### config.mk
export PLATFORM = sky130hd
export DESIGN_NAME = vga_scan_gen
export DESIGN_NICKNAME = d
export VERILOG_FILES = /design/src/rtl/vga_scan_gen.sv
export SDC_FILE = /design/constraint.sdc
export NUM_CORES = 1
export LEC_CHECK = 0
export CAP_MARGIN = 20
export CELL_PAD_IN_SITES_DETAIL_PLACEMENT = 0
export CELL_PAD_IN_SITES_GLOBAL_PLACEMENT = 1
export CORE_ASPECT_RATIO = 0.9
export CORE_UTILIZATION = 38
export DETAILED_ROUTE_END_ITERATION = 8
export PLACE_DENSITY = 0.86
export REMOVE_ABC_BUFFERS = 1
export SLEW_MARGIN = 40
export SYNTH_ARGS = -nofsm -noshare
export SYNTH_HDL_FRONTEND = slang
export SYNTH_SLANG_ARGS = --single-unit
### constraint.sdc
create_clock -name Clk -period 2.4 [get_ports Clk]
set_clock_uncertainty 0.15 [all_clocks]
set_input_delay 0.72 -clock Clk [delete_from_list [all_inputs] [get_ports Clk]]
set_output_delay 0.72 -clock Clk [all_outputs]
set_load 0.02 [all_outputs]
### src/rtl/vga_scan_gen.sv
// vga_scan_gen: 640x480@60 raster timing from a 50 MHz clock.
// A divide-by-2 toggle paces the counters; sync/blank are registered from next-state coordinates.
module vga_scan_gen #(
    parameter int H_VISIBLE = 640,
    parameter int H_FRONT   = 16,
    parameter int H_SYNC    = 96,
    parameter int H_BACK    = 48,
    parameter int V_VISIBLE = 480,
    parameter int V_FRONT   = 10,
    parameter int V_SYNC    = 2,
    parameter int V_BACK    = 33
) (
    input  logic       Clk,
    input  logic       Reset_n,
    output logic       VGA_CLK,
    output logic       pix_en,
    output logic       VGA_HS,
    output logic       VGA_VS,
    output logic       VGA_BLANK_N,
    output logic       VGA_SYNC_N,
    output logic [9:0] DrawX,
    output logic [9:0] DrawY,
    output logic       frame_start
);
    localparam logic [9:0] H_LAST = 10'(H_VISIBLE + H_FRONT + H_SYNC + H_BACK - 1);
    localparam logic [9:0] V_LAST = 10'(V_VISIBLE + V_FRONT + V_SYNC + V_BACK - 1);
    localparam logic [9:0] H_VIS  = 10'(H_VISIBLE);
    localparam logic [9:0] V_VIS  = 10'(V_VISIBLE);
    localparam logic [9:0] HS_BEG = 10'(H_VISIBLE + H_FRONT);
    localparam logic [9:0] HS_END = 10'(H_VISIBLE + H_FRONT + H_SYNC);
    localparam logic [9:0] VS_BEG = 10'(V_VISIBLE + V_FRONT);
    localparam logic [9:0] VS_END = 10'(V_VISIBLE + V_FRONT + V_SYNC);

    logic       tog_q;
    logic [9:0] x_q, x_d, y_q, y_d;
    logic       hs_q, hs_d, vs_q, vs_d, blank_n_q, blank_n_d, fs_q, fs_d;
    logic       x_wrap, y_wrap;

    always_comb begin
        x_wrap    = tog_q && (x_q == H_LAST);
        y_wrap    = x_wrap && (y_q == V_LAST);
        x_d       = tog_q ? (x_wrap ? '0 : x_q + 10'd1) : x_q;
        y_d       = x_wrap ? (y_wrap ? '0 : y_q + 10'd1) : y_q;
        hs_d      = !(x_d >= HS_BEG && x_d < HS_END);
        vs_d      = !(y_d >= VS_BEG && y_d < VS_END);
        blank_n_d = (x_d < H_VIS) && (y_d < V_VIS);
        fs_d      = y_wrap;
    end

    always_ff @(posedge Clk or negedge Reset_n) begin
        if (!Reset_n) begin
            tog_q     <= 1'b0;
            x_q       <= '0;
            y_q       <= '0;
            hs_q      <= 1'b1;
            vs_q      <= 1'b1;
            blank_n_q <= 1'b1;
            fs_q      <= 1'b0;
        end else begin
            tog_q     <= ~tog_q;
            x_q       <= x_d;
            y_q       <= y_d;
            hs_q      <= hs_d;
            vs_q      <= vs_d;
            blank_n_q <= blank_n_d;
            fs_q      <= fs_d;
        end
    end

    // VGA_CLK falls on the edge where the counters move, giving a full Clk of setup before it rises
    assign VGA_CLK     = tog_q;
    assign pix_en      = tog_q;
    assign VGA_HS      = hs_q;
    assign VGA_VS      = vs_q;
    assign VGA_BLANK_N = blank_n_q;
    assign VGA_SYNC_N  = 1'b0;
    assign DrawX       = x_q;
    assign DrawY       = y_q;
    assign frame_start = fs_q;
endmodule

==> results by group <==
Outcome
  • Outcome: finished clean

Detailed routing
  • DRC marker count from the first detailed-route iteration: 18
  • Number of nets with antenna violations after routing: 0
  • Post-DR vias/cell: 5.06
  • Remaining design rule violation count: 0
  • Router iterations before antenna repair: 4
  • Number of vias after detailed routing: around 1,000
  • Detailed-route wire length per cell: around 14 µm
  • Wire length after detailed routing: 2740 µm

Placed design
  • Detailed placement HPWL: between 2000 and 2500 µm
  • GPL Wtd Cong: roughly 0.93
  • Count of buffers from port buffering: 27
  • Placed Cells incl. Taps: between 150 and 200
  • Placed instance area: roughly 1700 µm²

Setup path
  • Launching point of the worst reg2reg path: DrawX[0]
  • Endpoint of the worst-slack reg-to-reg timing path: VGA_VS
  • Endpoint of the most critical setup path: pix_en
  • Crit-path cells: clkdlybuf4s50_1
  • Req. time, crit path: roughly 1.5 ns
  • Critical Setup Path Class: reg -> out
  • Number of cells on the worst reg-to-reg path: 7
  • Cell with the largest stage delay on the worst path: clkdlybuf4s50_1
  • CP delay by family, top: buffers and inverters
  • Launch point of the critical path: VGA_CLK
  • Worst setup slack for register-to-register paths: around 0.18 ns
  • Crit Path Max Fanout: 10
  • Crit start category: register
  • Endpoint arrival time on the critical path: roughly 1.5 ns
  • CP peak stage delay: between 0.6 and 0.7 ns
  • Type of element capturing the critical path: output pin
  • WP buf/inv: 1
  • Logic depth of the worst setup path including buffers: 1

Logic synthesis
  • Post-synthesis sequential area ratio: between 40 and 50%
  • Number of enable flip-flop cells after synthesis: 0
  • Post-Synthesis Mean Instance Area: about 11 µm²
  • Share of cell area taken by muxes after synthesis: roughly 2.4%
  • Flop and latch count out of synthesis: 25
  • Share of Yosys cell area claimed by the top area cell type: around two fifths
  • Xor/xnor cell area share of the yosys netlist: a little under a tenth
  • Post-synthesis simple-gate area fraction: 27.5%
  • Area share of fa/ha/maj cells after synthesis: roughly 2.8%
  • Most frequent cell after synthesis: dfrtp_1
  • Warnings, synthesis: 0
  • Mapped Cells: around 130
  • List of most frequent post-synthesis cells: dfrtp_1 (22), inv_1 (12), nand2_1 (11)
  • Mapped cell area: about 1300 µm²
  • Top FF cell, synth: dfrtp_1
  • Top cell type by total area after synthesis: dfrtp_1
  • Distinct cell type count after synthesis: 43
  • Dominant combinational cell family by area after synthesis: simple AND/OR/NAND/NOR gates
  • Async set-reset flop share out of synthesis: 100%
  • Area fraction in compound gates after synthesis: approximately 6.0%
  • Main area contributors after synthesis: dfrtp_1 (41%), dfstp_2 (5.9%), xnor2_1 (4.6%)

Floorplanning
  • Overall die height: between 50 and 60 µm
  • Die outline area: ~3800 µm²
  • Number of top-level design ports: 29
  • Initial cell density of the core: 39.8%
  • Row cnt: 20
  • Die Wd: 64.7 µm
  • Area of the core region: 3380 µm²

Global routing
  • Wire length of the first global-routing pass: between 4000 and 5000 µm
  • Congestion Overflow GR: 0
  • GR Util All Layers: 16.5%
  • Met3 global-route usage: 4.84%
  • Layer with the highest usage: met2
  • Number of global-route vias before repair: ~1,000
  • Global-route track usage on met2: ~28%
  • Met1 layer usage reported by global route: 20.6%
  • Number of antenna violations at the first check in global routing: 0
  • Maximum number of pins on one net before global-route repair: 26

Finish
  • Share of final-layout standard cells stronger than drive strength 1: ~16%
  • P&R area growth vs syn: 28.3%
  • Multi-input gate area: between 600 and 700 µm²
  • Final core utilization: roughly 50%
  • Final antenna diode count: 0
  • FF+latch area: around 630 µm²
  • Cell area after layout: between 1500 and 2000 µm²
  • Cell Count, Final, Fillers Out: 199
  • Number of fill cells in the layout: about 320
  • Number of nets at the end of the flow: ~160

Clock network
  • Clock-pin transition on the worst setup and hold timing paths: about 0.09 ns
  • Total of hold buffers inserted after clock tree synthesis: 0
  • CTS sink count: 25
  • CTS tree: yes
  • Deepest level of the CTS H-tree: 1
  • Number of buffers created by CTS: 3
  • Root buf cell: clkbuf_8
  • Worst-case clock buffer depth: 2
  • Clock latency at the later pin of the worst-skew pair: approximately 0.27 ns

Timing
  • Final critical path time including I/O delays and setup: between 2 and 2.5 ns
  • Setup-violating endpoint count in the final report: 0
  • Count of pins over their slew limit: 0
  • Part of the cycle the worst path needs: 97.1%
  • FMAX: ~430 MHz
  • RSZ-0062 raised after global routing: no
  • Setup TNS Final: 0 ns
  • Number of endpoints with negative hold slack in the final report: 0
  • Minimum hold slack: ~0.40 ns

Worst hold path
  • Worst Hold Path Cells: 1
  • Path category of the worst min-delay check: reg -> reg

Power and ir drop
  • Maximum ir drop on the vdd rail: ~0.31 mV
  • Static Leakage: around 0.00071 µW
  • Total power divided by cell area: about 400 nW/µm²

Run
  • Total of max-cap violations: 0
## report_power, final
group	internal, µW	switching (µW)	leakage, µW
registers	421	0	0.000323
logic	2.49	9.53	0.000365
clock network	116	134	0.0000255
total	540	144	0.000713
## flip-flops by register name (all words and copies together) (netlist names)
register     flops
DrawX           10
VGA_BLANK_N      1
frame_start      1
VGA_HS           1
VGA_CLK          1
DrawY           10
VGA_VS           1
## final cells by class
type	instances	share of cell area (%)
clock inverters	1	0.290
repair buffers	29	16.5
clock buffers	3	2.39
flip-flops and latches	25	36.6
multi-input cells	85	38.4
inverters	12	2.61
well taps	44	3.19
## per-stage QoR
| stage | power, µW | worst slack (ns) |
|---|---|---|
| global placement | 441 | 0.251 |
| detailed placement | 442 | 0.223 |
| floorplan | 431 | 0.231 |
| CTS | 696 | 0.0492 |
| global route | 716 | 0.00663 |
| finish | 684 | 0.0694 |
## layer usage
layer	up-vias	wire (µm)
met1	481	1260
li1	495	-
met2	28	1360
met5	-	0
met3	2	107
met4	0	12
## logic make-up (layout without fill, tap and decap cells)
logic type / after synthesis / in the layout
mux: 3 / 3
simple gates: 54 / 54
buf+inv: 16 / 45
fa+ha+maj: 3 / 3
compound gates: 10 / 10
flops: 25 / 25
other cells: 1 / 1
xor+xnor: 14 / 14
## cells in the final DEF (no fill, tap or decap), types with 2 or more instances in the layout
| cell | count |
|---|---|
| clkdlybuf4s50_1 | 27 |
| dfrtp_1 | 21 |
| inv_1 | 12 |
| nand2_1 | 11 |
| nor2_1 | 9 |
| xor2_1 | 7 |
| xnor2_1 | 7 |
| nand3_1 | 7 |
| nand4_1 | 5 |
| dfstp_2 | 3 |
| nor3_1 | 3 |
| ha_1 | 3 |
| clkbuf_8 | 3 |
| and2_1 | 2 |
| nor4_4 | 2 |
| mux2_2 | 2 |
| a21oi_1 | 2 |
| buf_4 | 2 |
## worst min path at each step
| stage | to | slack (ns) | start |
|---|---|---|---|
| after floorplan | DrawX[0] | 0.27 | Reset_n |
| after global placement | DrawY[8] | 0.38 | DrawY[8] |
| after detailed placement | DrawY[8] | 0.39 | DrawY[8] |
| after CTS | DrawY[8] | 0.41 | DrawY[8] |
| after global routing | DrawX[1] | 0.45 | DrawX[1] |
| final | DrawY[8] | 0.40 | DrawY[8] |
## timing repair
| item | CTS | global route |
|---|---|---|
| gates resized for setup | 1 | 2 |
| hold endpoints to repair | 0 | 0 |
| setup endpoints to repair | 1 | 2 |
| buffers inserted | 0 | 0 |
No activity file was read; power rests on OpenSTA's default activity.
